## src/rtl/load_store_unit_pkg.sv

```systemverilog
// Shared definitions for the RV32I load/store unit: funct3 width codes, FSM state encoding
// and the access-size / alignment helpers used by the top and the lane aligner.
package load_store_unit_pkg;

  // Load funct3 codes
  localparam logic [2:0] Funct3Lb  = 3'b000;
  localparam logic [2:0] Funct3Lh  = 3'b001;
  localparam logic [2:0] Funct3Lw  = 3'b010;
  localparam logic [2:0] Funct3Lbu = 3'b100;
  localparam logic [2:0] Funct3Lhu = 3'b101;

  // Store funct3 codes
  localparam logic [2:0] Funct3Sb = 3'b000;
  localparam logic [2:0] Funct3Sh = 3'b001;
  localparam logic [2:0] Funct3Sw = 3'b010;

  typedef enum logic [1:0] {
    StIdle  = 2'd0,
    StReq   = 2'd1,
    StWaitR = 2'd2,
    StDone  = 2'd3
  } lsu_state_e;

  typedef enum logic [1:0] {
    SizeByte = 2'd0,
    SizeHalf = 2'd1,
    SizeWord = 2'd2
  } access_size_e;

  // Unlisted funct3 codes fall back to a word access for both loads and stores.
  function automatic access_size_e access_size(input logic is_load, input logic [2:0] funct3);
    access_size_e sz;
    sz = SizeWord;
    if (is_load) begin
      case (funct3)
        Funct3Lb, Funct3Lbu: sz = SizeByte;
        Funct3Lh, Funct3Lhu: sz = SizeHalf;
        default:             sz = SizeWord;
      endcase
    end else begin
      case (funct3)
        Funct3Sb: sz = SizeByte;
        Funct3Sh: sz = SizeHalf;
        default:  sz = SizeWord;
      endcase
    end
    return sz;
  endfunction

  function automatic logic is_misaligned(input access_size_e sz, input logic [1:0] off);
    return ((sz == SizeHalf) && off[0]) || ((sz == SizeWord) && (off != 2'b00));
  endfunction

endpackage

```

## src/rtl/load_store_unit_if.sv

```systemverilog
// Data-memory bus between the load/store unit (master) and data memory (slave).
//   req/we/addr/wdata/wmask : request fields, held while req is high until gnt
//   gnt                     : request accepted this cycle
//   rvalid/rdata            : read response
interface load_store_unit_if;
  logic        req;
  logic        we;
  logic [31:0] addr;
  logic [31:0] wdata;
  logic [3:0]  wmask;
  logic        gnt;
  logic        rvalid;
  logic [31:0] rdata;

  modport master (output req, we, addr, wdata, wmask, input gnt, rvalid, rdata);
  modport slave  (input req, we, addr, wdata, wmask, output gnt, rvalid, rdata);
endinterface

```

## src/rtl/load_store_unit_load_align.sv

```systemverilog
// Combinational byte-lane logic shared by the load and store paths.
//   rdata_in/byte_off_in/funct3_in -> load_result_out (aligned, sign/zero-extended)
//   store_data_in/byte_off_in/funct3_in -> store_wdata_out (lane-replicated), store_wmask_out
module load_store_unit_load_align
  import load_store_unit_pkg::*;
(
  input  logic [31:0] rdata_in,
  input  logic [31:0] store_data_in,
  input  logic [1:0]  byte_off_in,
  input  logic [2:0]  funct3_in,
  output logic [31:0] load_result_out,
  output logic [31:0] store_wdata_out,
  output logic [3:0]  store_wmask_out
);

  logic [31:0] lane_shifted;
  logic [7:0]  byte_sel;
  logic [15:0] half_sel;

  assign lane_shifted = rdata_in >> {byte_off_in, 3'b000};
  assign byte_sel     = lane_shifted[7:0];
  assign half_sel     = byte_off_in[1] ? rdata_in[31:16] : rdata_in[15:0];

  always_comb begin
    case (funct3_in)
      Funct3Lb:  load_result_out = {{24{byte_sel[7]}}, byte_sel};
      Funct3Lbu: load_result_out = {24'h0, byte_sel};
      Funct3Lh:  load_result_out = {{16{half_sel[15]}}, half_sel};
      Funct3Lhu: load_result_out = {16'h0, half_sel};
      default:   load_result_out = rdata_in;
    endcase
  end

  always_comb begin
    store_wdata_out = store_data_in;
    store_wmask_out = 4'hF;
    case (access_size(1'b0, funct3_in))
      SizeByte: begin
        store_wdata_out = {4{store_data_in[7:0]}};
        store_wmask_out = 4'b0001 << byte_off_in;
      end
      SizeHalf: begin
        store_wdata_out = {2{store_data_in[15:0]}};
        store_wmask_out = 4'b0011 << {byte_off_in[1], 1'b0};
      end
      default: ;
    endcase
  end

endmodule

```

## src/rtl/load_store_unit.sv

```systemverilog
// Memory stage of the RV32I core: issues data-memory requests, stalls the pipeline while an
// access is in flight, aligns/extends load data and flags misaligned accesses and timeouts.
//   clk_in, rst_in (async, active high)
//   ls_valid_in/ls_is_load_in/funct3_in/addr_in/store_data_in : memory op from the pipeline
//   dmem                     : data-memory bus (master side)
//   lu_output_out/lu_valid_out : load result and its 1-cycle valid pulse
//   ls_stall_out             : hold upstream pipeline
//   misaligned_out/bus_err_out : 1-cycle error pulses
module load_store_unit
  import load_store_unit_pkg::*;
#(
  parameter int unsigned TIMEOUT_CYC = 16,
  parameter int unsigned CNT_W       = 5
) (
  input  logic                     clk_in,
  input  logic                     rst_in,
  input  logic                     ls_valid_in,
  input  logic                     ls_is_load_in,
  input  logic [2:0]               funct3_in,
  input  logic [31:0]              addr_in,
  input  logic [31:0]              store_data_in,
  load_store_unit_if.master        dmem,
  output logic [31:0]              lu_output_out,
  output logic                     lu_valid_out,
  output logic                     ls_stall_out,
  output logic                     misaligned_out,
  output logic                     bus_err_out
);

  lsu_state_e state_q, state_d;
  logic [CNT_W-1:0] cnt_q, cnt_d;
  logic        req_q, req_d;
  logic [31:0] addr_q, addr_d;
  logic [1:0]  off_q, off_d;
  logic [2:0]  funct3_q, funct3_d;
  logic        is_load_q, is_load_d;
  logic [31:0] data_q, data_d;
  logic [31:0] result_q, result_d;
  logic        lu_valid_q, lu_valid_d;
  logic        mis_q, mis_d;
  logic        err_q, err_d;

  logic [31:0] ld_result;
  logic [31:0] st_wdata;
  logic [3:0]  st_wmask;
  logic        timeout;

  // Both lane paths work from the captured op, so bus fields stay stable while stalled.
  load_store_unit_load_align u_align (
    .rdata_in        (dmem.rdata),
    .store_data_in   (data_q),
    .byte_off_in     (off_q),
    .funct3_in       (funct3_q),
    .load_result_out (ld_result),
    .store_wdata_out (st_wdata),
    .store_wmask_out (st_wmask)
  );

  // Last in-flight cycle: if the op does not complete now, it times out.
  assign timeout = (cnt_q == CNT_W'(TIMEOUT_CYC - 1));

  always_comb begin
    state_d    = state_q;
    cnt_d      = cnt_q;
    req_d      = req_q;
    addr_d     = addr_q;
    off_d      = off_q;
    funct3_d   = funct3_q;
    is_load_d  = is_load_q;
    data_d     = data_q;
    result_d   = result_q;
    lu_valid_d = 1'b0;
    mis_d      = 1'b0;
    err_d      = 1'b0;
    unique case (state_q)
      StIdle: begin
        if (ls_valid_in) begin
          addr_d    = {addr_in[31:2], 2'b00};
          off_d     = addr_in[1:0];
          funct3_d  = funct3_in;
          is_load_d = ls_is_load_in;
          data_d    = store_data_in;
          if (is_misaligned(access_size(ls_is_load_in, funct3_in), addr_in[1:0])) begin
            mis_d   = 1'b1;
            state_d = StDone;
          end else begin
            req_d   = 1'b1;
            cnt_d   = '0;
            state_d = StReq;
          end
        end
      end
      StReq: begin
        cnt_d = cnt_q + CNT_W'(1);
        if (dmem.gnt && (!is_load_q || dmem.rvalid)) begin
          // Store accepted, or load granted with same-cycle read data.
          req_d   = 1'b0;
          state_d = StDone;
          if (is_load_q) begin
            result_d   = ld_result;
            lu_valid_d = 1'b1;
          end
        end else if (timeout) begin
          req_d    = 1'b0;
          err_d    = 1'b1;
          result_d = '0;
          state_d  = StDone;
        end else if (dmem.gnt) begin
          req_d   = 1'b0;
          state_d = StWaitR;
        end
      end
      StWaitR: begin
        cnt_d = cnt_q + CNT_W'(1);
        if (dmem.rvalid) begin
          result_d   = ld_result;
          lu_valid_d = 1'b1;
          state_d    = StDone;
        end else if (timeout) begin
          err_d    = 1'b1;
          result_d = '0;
          state_d  = StDone;
        end
      end
      StDone:  state_d = StIdle;
      default: state_d = StIdle;
    endcase
  end

  always_ff @(posedge clk_in or posedge rst_in) begin
    if (rst_in) begin
      state_q    <= StIdle;
      cnt_q      <= '0;
      req_q      <= 1'b0;
      addr_q     <= '0;
      off_q      <= '0;
      funct3_q   <= '0;
      is_load_q  <= 1'b0;
      data_q     <= '0;
      result_q   <= '0;
      lu_valid_q <= 1'b0;
      mis_q      <= 1'b0;
      err_q      <= 1'b0;
    end else begin
      state_q    <= state_d;
      cnt_q      <= cnt_d;
      req_q      <= req_d;
      addr_q     <= addr_d;
      off_q      <= off_d;
      funct3_q   <= funct3_d;
      is_load_q  <= is_load_d;
      data_q     <= data_d;
      result_q   <= result_d;
      lu_valid_q <= lu_valid_d;
      mis_q      <= mis_d;
      err_q      <= err_d;
    end
  end

  assign dmem.req   = req_q;
  assign dmem.we    = req_q & ~is_load_q;
  assign dmem.addr  = addr_q;
  assign dmem.wdata = st_wdata;
  assign dmem.wmask = (req_q && !is_load_q) ? st_wmask : 4'h0;

  assign lu_output_out  = result_q;
  assign lu_valid_out   = lu_valid_q;
  assign misaligned_out = mis_q;
  assign bus_err_out    = err_q;
  assign ls_stall_out   = (state_q == StReq) || (state_q == StWaitR) ||
                          ((state_q == StIdle) && ls_valid_in);

endmodule

```

## src/flat_wrapper.sv

```systemverilog
// flat-port wrapper written by rule: the top's interface ports become plain ports
module load_store_unit_flat import load_store_unit_pkg::*;
#(
  parameter int unsigned TIMEOUT_CYC = 16,
  parameter int unsigned CNT_W       = 5
)
  (clk_in, rst_in, ls_valid_in, ls_is_load_in, funct3_in, addr_in, store_data_in, lu_output_out, lu_valid_out, ls_stall_out, misaligned_out, bus_err_out, dmem_req, dmem_we, dmem_addr, dmem_wdata, dmem_wmask, dmem_gnt, dmem_rvalid, dmem_rdata);
  load_store_unit_if dmem_i ();
  input  logic clk_in;
  input  logic rst_in;
  input  logic ls_valid_in;
  input  logic ls_is_load_in;
  input  logic [2:0] funct3_in;
  input  logic [31:0] addr_in;
  input  logic [31:0] store_data_in;
  output logic [31:0] lu_output_out;
  output logic lu_valid_out;
  output logic ls_stall_out;
  output logic misaligned_out;
  output logic bus_err_out;
  output wire logic [$bits(dmem_i.req)-1:0] dmem_req;
  output wire logic [$bits(dmem_i.we)-1:0] dmem_we;
  output wire logic [$bits(dmem_i.addr)-1:0] dmem_addr;
  output wire logic [$bits(dmem_i.wdata)-1:0] dmem_wdata;
  output wire logic [$bits(dmem_i.wmask)-1:0] dmem_wmask;
  input wire logic [$bits(dmem_i.gnt)-1:0] dmem_gnt;
  input wire logic [$bits(dmem_i.rvalid)-1:0] dmem_rvalid;
  input wire logic [$bits(dmem_i.rdata)-1:0] dmem_rdata;
  assign dmem_req = dmem_i.req;
  assign dmem_we = dmem_i.we;
  assign dmem_addr = dmem_i.addr;
  assign dmem_wdata = dmem_i.wdata;
  assign dmem_wmask = dmem_i.wmask;
  assign dmem_i.gnt = dmem_gnt;
  assign dmem_i.rvalid = dmem_rvalid;
  assign dmem_i.rdata = dmem_rdata;
  load_store_unit #(.TIMEOUT_CYC(TIMEOUT_CYC), .CNT_W(CNT_W)) u_core (.clk_in(clk_in), .rst_in(rst_in), .ls_valid_in(ls_valid_in), .ls_is_load_in(ls_is_load_in), .funct3_in(funct3_in), .addr_in(addr_in), .store_data_in(store_data_in), .dmem(dmem_i), .lu_output_out(lu_output_out), .lu_valid_out(lu_valid_out), .ls_stall_out(ls_stall_out), .misaligned_out(misaligned_out), .bus_err_out(bus_err_out));
endmodule
```

## config.mk

```make
export PLATFORM = sky130hd
export DESIGN_NAME = load_store_unit_flat
export DESIGN_NICKNAME = d
export VERILOG_FILES = /design/src/rtl/load_store_unit_pkg.sv /design/src/rtl/load_store_unit_if.sv /design/src/rtl/load_store_unit_load_align.sv /design/src/rtl/load_store_unit.sv /design/src/flat_wrapper.sv
export SDC_FILE = /design/constraint.sdc
export NUM_CORES = 1
export LEC_CHECK = 0
export ABC_AREA = 0
export BUFFER_PORTS_ARGS = -buffer_cell sky130_fd_sc_hd__buf_2
export CAP_MARGIN = 40
export CORE_MARGIN = 4
export CORE_UTILIZATION = 49
export DETAILED_ROUTE_END_ITERATION = 10
export HOLD_SLACK_MARGIN = 0.06
export PLACE_DENSITY = 0.8
export SLEW_MARGIN = 5
export SYNTH_ARGS = -nofsm -noshare
export SYNTH_HDL_FRONTEND = slang
export SYNTH_SLANG_ARGS = --single-unit
```

## constraint.sdc

```tcl
create_clock -name clk_in -period 3.9 [get_ports clk_in]
set_input_delay 0.585 -clock clk_in [delete_from_list [all_inputs] [get_ports clk_in]]
set_output_delay 0.585 -clock clk_in [all_outputs]
set_load 0.1 [all_outputs]
```

==> results of run 1 <==
cell type report:
class / instances / area share (%)
Clock inverter: 4 / 0.433
Clock buffer: 12 / 2.49
Multi-Input combinational cell: 276 / 35.9
Inverter: 9 / 0.546
Timing Repair Buffer: 213 / 16.2
Sequential cell: 111 / 41.8
Tap cell: 140 / 2.64
cell usage after synthesis, types with 2 or more instances:
cell	instances	share of area, %
sky130_fd_sc_hd__dfrtp_1	111	51
sky130_fd_sc_hd__mux2_2	87	18
sky130_fd_sc_hd__o21ai_1	20	1.9
sky130_fd_sc_hd__a21oi_1	17	1.6
sky130_fd_sc_hd__nand3_1	17	1.6
sky130_fd_sc_hd__nor2_1	17	1.2
sky130_fd_sc_hd__a221o_1	16	3.0
sky130_fd_sc_hd__buf_2	13	1.2
sky130_fd_sc_hd__mux2i_1	13	2.4
sky130_fd_sc_hd__buf_4	10	1.4
sky130_fd_sc_hd__inv_1	9	0.62
sky130_fd_sc_hd__clkbuf_1	8	0.56
sky130_fd_sc_hd__a221oi_2	7	1.9
sky130_fd_sc_hd__a222oi_1	7	1.3
sky130_fd_sc_hd__nand2_1	7	0.49
sky130_fd_sc_hd__nand2b_1	7	0.81
sky130_fd_sc_hd__and2_1	6	0.69
sky130_fd_sc_hd__ha_1	6	1.4
sky130_fd_sc_hd__mux2_1	5	1.0
sky130_fd_sc_hd__o21ai_0	5	0.46
sky130_fd_sc_hd__buf_1	4	0.28
sky130_fd_sc_hd__nor2b_1	4	0.46
sky130_fd_sc_hd__a21o_1	3	0.42
sky130_fd_sc_hd__buf_6	3	0.62
sky130_fd_sc_hd__a31oi_1	2	0.23
sky130_fd_sc_hd__and3_1	2	0.23
sky130_fd_sc_hd__clkbuf_2	2	0.19
sky130_fd_sc_hd__o21bai_1	2	0.28
sky130_fd_sc_hd__o31ai_1	2	0.28
through the flow:
stage	hold slack, ns	utilization, %	std cells
final	0.352	61.3	765
after floorplan	0.475	-	436
after CTS	0.375	61.3	765
after global placement	0.483	59.5	749
after global routing	0.405	61.3	765
after detailed placement	0.489	59.5	749
sequential cells by signal, summed over array words and instances (netlist names), 2 cells and up:
register	count
u_core.cnt_q	5
u_core.state_q	2
u_core.off_q	2
u_core.data_q	32
u_core.lu_output_out	32
u_core.funct3_q	3
u_core.dmem.addr	30
worst max-delay path: stages, from the launching register on:
cell and delay, ns:
sky130_fd_sc_hd__dfrtp_1 0.65, sky130_fd_sc_hd__nor3_2 0.74, sky130_fd_sc_hd__mux2_2 0.29, sky130_fd_sc_hd__buf_2 0.42
cells by family after synthesis:
| family | count (synthesis) | synth area share [%] |
|---|---|---|
| AOI/OAI and AO/OA | 92 | 13.0 |
| other | 1 | 0.0693 |
| adders and majority gates | 6 | 1.39 |
| DFF | 111 | 51.3 |
| buffers and inverters | 49 | 4.86 |
| and+or+nand+nor | 69 | 6.85 |
| muxes | 107 | 22.5 |
per-layer routing:
metal | vias up | part of all wire [%] | wire, um
li1 | 1970 | - | -
met1 | 2106 | 41 | 5710
met2 | 188 | 49 | 6870
met3 | 18 | 8.4 | 1180
met4 | 0 | 2.1 | 291
met5 | - | 0 | 0
worst max path at each step:
stage / endpoint / start / slack [ns] / cells past startpoint
after detailed placement: dmem_wdata[15] / u_core.funct3_q[0] / 1.22 / 3
after global placement: dmem_wdata[8] / u_core.funct3_q[0] / 1.32 / 3
after global routing: dmem_wdata[15] / u_core.funct3_q[0] / 0.65 / 3
after CTS: dmem_wdata[15] / u_core.funct3_q[0] / 0.78 / 3
after floorplan: u_core.bus_err_out / rst_in / 0.38 / 1
final: dmem_wdata[15] / u_core.funct3_q[0] / 0.81 / 3
==> metrics, run 1 <==
Reg-to-Reg End u_core.lu_output_out[27]; CTS H-tree lvls 3; pre-CTS setup slack 1.22 ns; fraction of registers with async set/reset 100%; Num CTS Buffers 9; global-route met1 utilization 27.5%; ant diodes 0; Layout fillers between 800 and 900; arrival time of the worst setup path roughly 2.5 ns; EDFF count, synth 0; wirelength, routed 14.1 mm; total placed instance area around 6400 um^2; Area Growth Syn to Fin 22.8%; IO Pins between 200 and 250; Row Count 38; worst-skew pair later-pin latency about 0.39 ns; GR Overflow Total 0; highest fanout seen on the critical path 18; Final Hold Violating Endpoints 0; CP Capture Type output pin; proportion of synthesized chip area in sequential cells between 50 and 60%; leading cell types in the layout, fill and taps excluded 208 x sky130_fd_sc_hd__buf_2, 111 x sky130_fd_sc_hd__dfrtp_1, 87 x sky130_fd_sc_hd__mux2_2, 20 x sky130_fd_sc_hd__o21ai_1; hold-fix buffer count after cts 0; post-synthesis sequential element count between 100 and 150; Slew Limit Fails 0; die outline height around 110 um; met2 Track Usage GR between 30% and 40%; weighted congestion reported at the end of routability-driven placement between 0.8 and 0.9; number of maximum-capacitance constraint violations 0; Crit path required time 3.31 ns; cell area after layout approximately 6600 um^2; Global Route met3 Usage around 6%; Starting Density between 40 and 50%; relative max-transition margin 41.3%; clock tree from TritonCTS done; prevailing post-synth register cell sky130_fd_sc_hd__dfrtp_1; maximum operating frequency around 320 MHz; detailed placement HPWL between 10 and 15 mm; number of nets with antenna violations after detailed routing 0; multi-input gate area in the final layout around 2400 um^2; Setup Skew just over 0.007 ns; proportion of layout cells with a drive suffix above 1 between 50% and 60%; launch instance of the worst register-to-register path u_core.state_q[1]; clock slew seen by the registers of the worst setup and hold paths around 0.10 ns; antenna violations before repair 0; number of warnings reported in the yosys synthesis log 0; mean post-synth cell area approximately 12 um^2; DRC marker count from the first detailed-route iteration approximately 330; net count of the finished layout between 700 and 800; Synth cell types 52; run status finished clean; global route hottest layer met2; buffer cell driving the clock tree root sky130_fd_sc_hd__clkbuf_8; die area 12,800 um^2; global-route usage over all layers a little over a fifth; reg2reg setup slack 1.45 ns; setup repair after global routing missed its margin no; via/cell ratio around 5.6; post-synthesis instance total about 440; Port Buffers around 210; kind of start point of the critical path register; Worst Reg-to-Reg Cells 5; first-pass GRT wire length between 20 and 25 mm; Seq. cell area 2780 um^2; aggregate negative setup slack 0 ns; count of buffers added by post-CTS timing repair for setup 0; Period Utilization, post-route ~80%; area of the placeable core between 10,000 and 15,000 um^2; worst-case setup margin in the final layout approximately 0.8 ns; Max Buffers Root-to-Sink 2; average routed wire per standard cell about 18 um; post-cts sizing count 0; DRC violation count after routing 0; Final setup violation count 0; via count of the routed design between 4,000 and 5,000; Pre-Repair DR Iteration Count 5; combined area of all synthesized cells roughly 5400 um^2; category of the critical setup timing path reg -> out; clock sinks about 110; commonest non-fill, non-tap cell in the layout sky130_fd_sc_hd__buf_2; crit path time final 3.09 ns; number of global-route vias before repair about 4,400; largest net degree at the start of global routing around 70; pin slew with the least headroom to its limit 0.881 ns; horizontal extent of the die ~110 um; worst hold path class in -> async
Power of run 1 is not shown: default switching activity piles up to over one toggle a cycle in this logic, so the estimate is an artifact.
==> run 2: changes to the inputs <==
--- a/config.mk
+++ b/config.mk
@@ -5,14 +5,14 @@
 export SDC_FILE = /design/constraint.sdc
 export NUM_CORES = 1
 export LEC_CHECK = 0
-export ABC_AREA = 0
+export ABC_AREA = 1
 export BUFFER_PORTS_ARGS = -buffer_cell sky130_fd_sc_hd__buf_2
 export CAP_MARGIN = 40
 export CORE_MARGIN = 4
-export CORE_UTILIZATION = 49
+export CORE_UTILIZATION = 50
 export DETAILED_ROUTE_END_ITERATION = 10
 export HOLD_SLACK_MARGIN = 0.06
-export PLACE_DENSITY = 0.8
+export PLACE_DENSITY = 0.81
 export SLEW_MARGIN = 5
 export SYNTH_ARGS = -nofsm -noshare
 export SYNTH_HDL_FRONTEND = slang
==> constraint.sdc (replaced) <==
create_clock -name clk_in -period 2.9 [get_ports clk_in]
set_input_delay 0.435 -clock clk_in [delete_from_list [all_inputs] [get_ports clk_in]]
set_output_delay 0.435 -clock clk_in [all_outputs]
set_load 0.1 [all_outputs]
==> run 2 against run 1 <==
Sequential share of layout area is 4.7 points lower. Critical path depth is 5 higher. Final cell count is 36% higher. Sequential cell count stayed put. Global-route usage is 2.8 points higher. Utilization is 4.5 points higher. Non-clock buffer count is 2 higher. Count of clock-buffer cells in the layout is 3 lower. Cell area is 13% higher. Worst setup slack worse by 0.66 ns. Via count is 25% higher. Clock skew is 0.00097 ns lower.
==> metrics, run 2 <==
area share of the leading cell type in the synthesized netlist 48.0% (-3.4 points); top cells by instance count after synthesis 196 x sky130_fd_sc_hd__nand2_1, 111 x sky130_fd_sc_hd__dfrtp_1, 83 x sky130_fd_sc_hd__inv_1, 59 x sky130_fd_sc_hd__nor2_1; arrival time of the worst setup path 2.31 ns (-0.19 ns); highest fanout seen on the critical path 11 (-7); Pre-Repair DR Iteration Count 6 (+1); horizontal extent of the die 116 um (+2.2%); GR Overflow Total 0 (unchanged); number of nets with antenna violations after detailed routing 0 (unchanged); proportion of layout cells with a drive suffix above 1 33.6% (-20 points); average routed wire per standard cell 16.0 um (-13%); family of cells with the greatest summed delay on the critical path buffers and inverters; Period Utilization, post-route between 90 and 100%; worst stage delay on the critical path 0.53 ns (-0.21 ns); Final Hold Violating Endpoints 0 (unchanged); proportion of synthesized chip area in sequential cells 48.0% (-3.4 points); via/cell ratio 5.13 (-8.4%); Reg-to-Reg End u_core.lu_output_out[1]; weighted congestion reported at the end of routability-driven placement 0.918 (+4.4%); CTS H-tree lvls 3 (unchanged); CP Capture Type output pin; global-route usage over all layers 24.8% (+2.8 points); Setup Skew 0.00629 ns (-0.000973 ns); net count of the finished layout 1,001 (+37%); prevailing post-synth register cell sky130_fd_sc_hd__dfrtp_1; commonest non-fill, non-tap cell in the layout sky130_fd_sc_hd__nand2_1; Crit path required time 2.47 ns (-0.84 ns); worst-skew pair later-pin latency 0.35 ns (-0.04 ns); Port Buffers 208 (unchanged); most used standard cell by instance count after synthesis sky130_fd_sc_hd__nand2_1; pre-CTS setup slack 0.581 ns (-0.640 ns); wirelength, routed 16.6 mm (+18%); maximum operating frequency around 360 MHz; worst-case setup margin in the final layout 0.154 ns (-0.660 ns); Critical-path top delay cell sky130_fd_sc_hd__dfrtp_1; number of global-route vias before repair 5,178 (+19%); launch instance of the worst register-to-register path u_core.state_q[1]; run status finished clean; Slew Limit Fails 0 (unchanged); first-pass GRT wire length 25.7 mm (+15%); fraction of registers with async set/reset 100% (unchanged); area of the placeable core 11,400 um^2 (+4.9%); via count of the routed design 5,338 (+25%); relative max-transition margin 59.6% (+18 points); die outline height 116 um (+2.2%); die area 13,400 um^2 (+4.5%); Worst Reg-to-Reg Cells 9 (+4); IO Pins 211 (unchanged); Row Count 39 (+2.6%); detailed placement HPWL 12.8 mm (+22%); buffer cell driving the clock tree root sky130_fd_sc_hd__clkbuf_16; Starting Density 50.9% (+1.0 points); crit path time final 2.75 ns; clock sinks 111 (unchanged); ranking of synthesized cells by area sky130_fd_sc_hd__dfrtp_1 48%, sky130_fd_sc_hd__nand2_1 13%, sky130_fd_sc_hd__mux2_2 8.2%; post-cts sizing count 0 (unchanged); DRC violation count after routing 0 (unchanged); pin slew with the least headroom to its limit 0.605 ns (-0.275 ns); antenna violations before repair 5 (+5); reg2reg setup slack 0.73 ns (-0.72 ns); Synth cell types 31 (-40%); category of the critical setup timing path reg -> out; number of maximum-capacitance constraint violations 0 (unchanged); worst hold path class in -> async; post-synthesis instance total 701 (+61%); setup repair after global routing missed its margin no; Area Growth Syn to Fin 29.2%; EDFF count, synth 0 (unchanged); largest net degree at the start of global routing 112 (+58%); crit-path cells nor2_4, inv_2, nor2_4, inv_1, o22ai_1, inv_1, o21ai_0, buf_12; mean post-synth cell area 8.26 um^2 (-34%); DRC marker count from the first detailed-route iteration 415 (+28%); number of warnings reported in the yosys synthesis log 0 (unchanged); clock tree from TritonCTS done; Final setup violation count 0 (unchanged); count of buffers added by post-CTS timing repair for setup 0 (unchanged); post-synthesis sequential element count 111 (unchanged); Max Buffers Root-to-Sink 2 (unchanged); hold-fix buffer count after cts 0 (unchanged); Num CTS Buffers 9 (unchanged); leading cell types in the layout, fill and taps excluded 195 x sky130_fd_sc_hd__nand2_1, 186 x sky130_fd_sc_hd__buf_2, 111 x sky130_fd_sc_hd__dfrtp_1, 80 x sky130_fd_sc_hd__inv_1, 57 x sky130_fd_sc_hd__nor2_1; combined area of all synthesized cells 5790 um^2 (+7.0%); CP bufs+invs 4 (+3); kind of start point of the critical path register; cell taking the most area after synthesis sky130_fd_sc_hd__dfrtp_1; clock slew seen by the registers of the worst setup and hold paths 0.08 ns (-0.02 ns)
[run 2: logic make-up after synthesis]
family,after synthesis,share of synthesized area [%]
flops,111,48.0
fa+ha+maj,6,1.30
xor+xnor,2,0.303
buf+inv,127,10.1
other cells,1,0.0648
mux,42,8.17
compound gates,90,8.37
simple gates,322,23.7
[run 2: worst max path at each step]
stage                           to  cells after the start          startpoint  slack, ns
floorplan           dmem_wdata[21]                      5  u_core.funct3_q[1]      -0.49
CTS                  dmem_wmask[1]                      5  u_core.funct3_q[1]       0.18
global route        dmem_wdata[29]                      8  u_core.funct3_q[1]       0.04
finish              dmem_wdata[26]                      8  u_core.funct3_q[1]       0.15
global placement    dmem_wdata[26]                      8  u_core.funct3_q[1]       0.66
detailed placement   dmem_wmask[1]                      5  u_core.funct3_q[1]       0.58
[run 2: tightest hold or removal path, stage by stage]
cell	delay, ns
sky130_fd_sc_hd__buf_2	0.11
sky130_fd_sc_hd__clkinvlp_4	0.07
sky130_fd_sc_hd__buf_12	0.44
[run 2: final cells by class]
cell class,count,area (um^2)
inverters,89,338
flip-flops and latches,111,2780
well taps,143,179
clock inverters,7,65.1
multi-input cells,464,2450
clock buffers,9,225
diodes,3,7.51
repair buffers,215,1440
fillers,951,3890
[run 2: layer usage]
layer | GRT usage [%] | part of all wire, %
met1 | 30.3 | 40
met2 | 41.3 | 48
met3 | 9.24 | 10
met4 | 7.04 | 2.2
met5 | 0 | 0.26
[run 2: metrics by stage]
stage / utilization [%] / std cells / setup TNS, ns / area (um^2) / hold WS, ns
after floorplan: - / 702 / -4.89 / 5800 / 0.473
after global routing: 65.8 / 1040 / 0 / 7480 / 0.287
after global placement: 63.1 / 1022 / 0 / 7180 / 0.451
after detailed placement: 63.1 / 1022 / 0 / 7180 / 0.453
final: 65.8 / 1041 / 0 / 7480 / 0.247
after CTS: 65.7 / 1038 / 0 / 7470 / 0.284
Power of run 2 is left out for the same reason.
==> run 3: changes to the inputs <==
--- a/config.mk
+++ b/config.mk
@@ -9,10 +9,10 @@
 export BUFFER_PORTS_ARGS = -buffer_cell sky130_fd_sc_hd__buf_2
 export CAP_MARGIN = 40
 export CORE_MARGIN = 4
-export CORE_UTILIZATION = 50
+export CORE_UTILIZATION = 54
 export DETAILED_ROUTE_END_ITERATION = 10
 export HOLD_SLACK_MARGIN = 0.06
-export PLACE_DENSITY = 0.81
+export PLACE_DENSITY = 0.86
 export SLEW_MARGIN = 5
 export SYNTH_ARGS = -nofsm -noshare
 export SYNTH_HDL_FRONTEND = slang
==> constraint.sdc (replaced) <==
create_clock -name clk_in -period 3.2 [get_ports clk_in]
set_input_delay 0.48 -clock clk_in [delete_from_list [all_inputs] [get_ports clk_in]]
set_output_delay 0.48 -clock clk_in [all_outputs]
set_load 0.1 [all_outputs]
==> run 3 against run 2 <==
First-iteration DRC count is 13% lower. Register-to-register slack better by 0.20 ns. Sequential share of layout area is 0.88 points higher. Sequential cell count stayed put. Worst setup slack better by 0.22 ns. Critical path depth is 3 lower. Final cell count is 0.67% lower. Non-clock buffer count is 2 higher. Cell area is 2.3% lower. Via count is 1.9% higher. Clock skew is 0.0057 ns higher. Largest cell class unchanged.
==> metrics, run 3 (same netlist as run 2, synthesis figures left out) <==
DRC violation count after routing 0 (unchanged); global route hottest layer met2; Max Buffers Root-to-Sink 2 (unchanged); leading cell types in the layout, fill and taps excluded 195 x sky130_fd_sc_hd__nand2_1, 194 x sky130_fd_sc_hd__buf_2, 111 x sky130_fd_sc_hd__dfrtp_1, 82 x sky130_fd_sc_hd__inv_1, 57 x sky130_fd_sc_hd__nor2_1; count of buffers added by post-CTS timing repair for setup 0 (unchanged); Area Growth Syn to Fin 26.2%; Num CTS Buffers 9 (unchanged); number of maximum-capacitance constraint violations 0 (unchanged); horizontal extent of the die 112 um (-3.5%); multi-input gate area in the final layout 2450 um^2 (-0.25%); net count of the finished layout 1,003 (+0.20%); worst hold path class in -> reg; die outline height 112 um (-3.5%); Seq. cell area 2780 um^2 (unchanged); CTS H-tree lvls 3 (unchanged); Final setup violation count 0 (unchanged); Row Count 37 (-5.1%); via/cell ratio 5.26 (+2.6%); Top cell by count, worst path sky130_fd_sc_hd__o21ai_0; hold-fix buffer count after cts 1 (+1); Global Route met3 Usage 8.10% (-1.1 points); buffer cell driving the clock tree root sky130_fd_sc_hd__clkbuf_8; highest fanout seen on the critical path 18 (+7); clock tree from TritonCTS done; area of the placeable core 10,400 um^2 (-8.8%); arrival time of the worst setup path 2.34 ns (+0.03 ns); Setup Skew 0.0120 ns (+0.00573 ns); kind of start point of the critical path register; die area 12,400 um^2 (-6.9%); number of nets with antenna violations after detailed routing 0 (unchanged); Period Utilization, post-route 88.3%; CP Capture Type output pin; worst-case setup margin in the final layout 0.376 ns (+0.222 ns); setup repair after global routing missed its margin no; Slew Limit Fails 0 (unchanged); wirelength, routed 16.5 mm (-1.1%); weighted congestion reported at the end of routability-driven placement 0.936 (+2.0%); via count of the routed design 5,442 (+1.9%); Crit path required time 2.72 ns (+0.25 ns); crit-path cells nor2_2, o21ai_0, o21ai_0, inv_1, buf_2; final instance count without filler cells 1,034 (-0.67%); crit path time final approximately 2.8 ns; run status finished clean; antenna violations before repair 2 (-3); detailed placement HPWL 12.8 mm (+0.44%); DRC marker count from the first detailed-route iteration 361 (-13%); first-pass GRT wire length 26.4 mm (+2.7%); met2 Track Usage GR 43.2% (+1.9 points); global-route usage over all layers 26.0% (+1.3 points); GR Overflow Total 0 (unchanged); pre-CTS setup slack 0.781 ns (+0.199 ns); average routed wire per standard cell 15.9 um (-0.42%); Port Buffers 208 (unchanged); worst slack on hold paths 0.334 ns (+0.0874 ns); worst-skew pair later-pin latency 0.37 ns (+0.02 ns); category of the critical setup timing path reg -> out; Starting Density 55.8% (+4.9 points); clock slew seen by the registers of the worst setup and hold paths 0.11 ns (+0.03 ns); IO Pins 211 (unchanged); Pre-Repair DR Iteration Count 5 (-1); number of global-route vias before repair 5,304 (+2.4%); proportion of layout cells with a drive suffix above 1 33.3% (-0.30 points); largest net degree at the start of global routing 57 (-49%); global-route met1 utilization 33.3% (+3.0 points); Final Hold Violating Endpoints 0 (unchanged); relative max-transition margin 52.7% (-6.9 points); family of cells with the greatest summed delay on the critical path simple AND/OR/NAND/NOR gates; pin slew with the least headroom to its limit 0.709 ns (+0.104 ns); Critical-path top delay cell sky130_fd_sc_hd__nor2_2; CP bufs+invs 2 (-2); utilization of the core after routing 70.5% (+4.7 points); commonest non-fill, non-tap cell in the layout sky130_fd_sc_hd__nand2_1; post-cts sizing count 0 (unchanged); maximum operating frequency between 300 and 400 MHz; Placed Instances 1,016 (-0.59%); worst stage delay on the critical path 0.61 ns (+0.08 ns); Layout fillers 829 (-13%); clock sinks 111 (unchanged)
-- run 3: cell types whose count changed in the layout (fill, tap and decap cells not counted), moves of 2 or more --
cell / change
sky130_fd_sc_hd__inv_8: -2
sky130_fd_sc_hd__clkinvlp_4: -3
sky130_fd_sc_hd__inv_2: -2
sky130_fd_sc_hd__clkbuf_8: +9
sky130_fd_sc_hd__diode_2: -2
sky130_fd_sc_hd__buf_2: +8
sky130_fd_sc_hd__buf_12: -7
sky130_fd_sc_hd__bufinv_16: +2
sky130_fd_sc_hd__clkbuf_16: -9
sky130_fd_sc_hd__inv_6: +2
sky130_fd_sc_hd__inv_1: +2
-- run 3: worst register-to-register path, cell delays in order (launching register included) --
cell                      delay (ns)
sky130_fd_sc_hd__dfrtp_1        0.44
sky130_fd_sc_hd__inv_1          0.09
sky130_fd_sc_hd__ha_1           0.31
sky130_fd_sc_hd__nand2_4        0.25
sky130_fd_sc_hd__buf_4          0.54
sky130_fd_sc_hd__buf_4          0.38
sky130_fd_sc_hd__nor2_1         0.07
sky130_fd_sc_hd__a21oi_1        0.13
-- run 3: through the flow --
stage	TNS, ns	area [um^2]
4_1_cts	0	7300
6_report	0	7310
3_5_place_dp	0	7070
2_1_floorplan	-2.33	5800
3_3_place_gp	0	7050
5_1_grt	0	7310
-- run 3: area by class of cell --
type                            instances  share of cell area, %
Antenna cell                            1                 0.0342
Clock inverter                          7                   1.40
Multi-Input combinational cell        464                   33.5
Tap cell                              136                   2.33
Clock buffer                            9                   1.70
Inverter                               89                   4.62
Timing Repair Buffer                  217                   18.4
Sequential cell                       111                   38.0
-- run 3: path summary, 6_finish.rpt --
check	start	cells past startpoint	slack, ns	end
max	u_core.funct3_q[1]	5	0.38	dmem_wmask[1]
min	store_data_in[3]	2	0.33	u_core.data_q[3]
max reg2reg	u_core.state_q[0]	7	0.93	u_core.data_q[12]
min reg2reg	u_core.lu_output_out[2]	2	0.48	u_core.lu_output_out[2]
max in group asynchronous	rst_in	5	1.94	u_core.data_q[21]
min in group asynchronous	rst_in	3	0.55	u_core.data_q[29]
-- run 3: layer usage --
layer | part of all wire (%) | wire [um]
met5 | 0.12 | 19
met4 | 2.2 | 357
met3 | 9.8 | 1620
met2 | 48 | 7880
met1 | 40 | 6590
Power of run 3 is left out for the same reason.
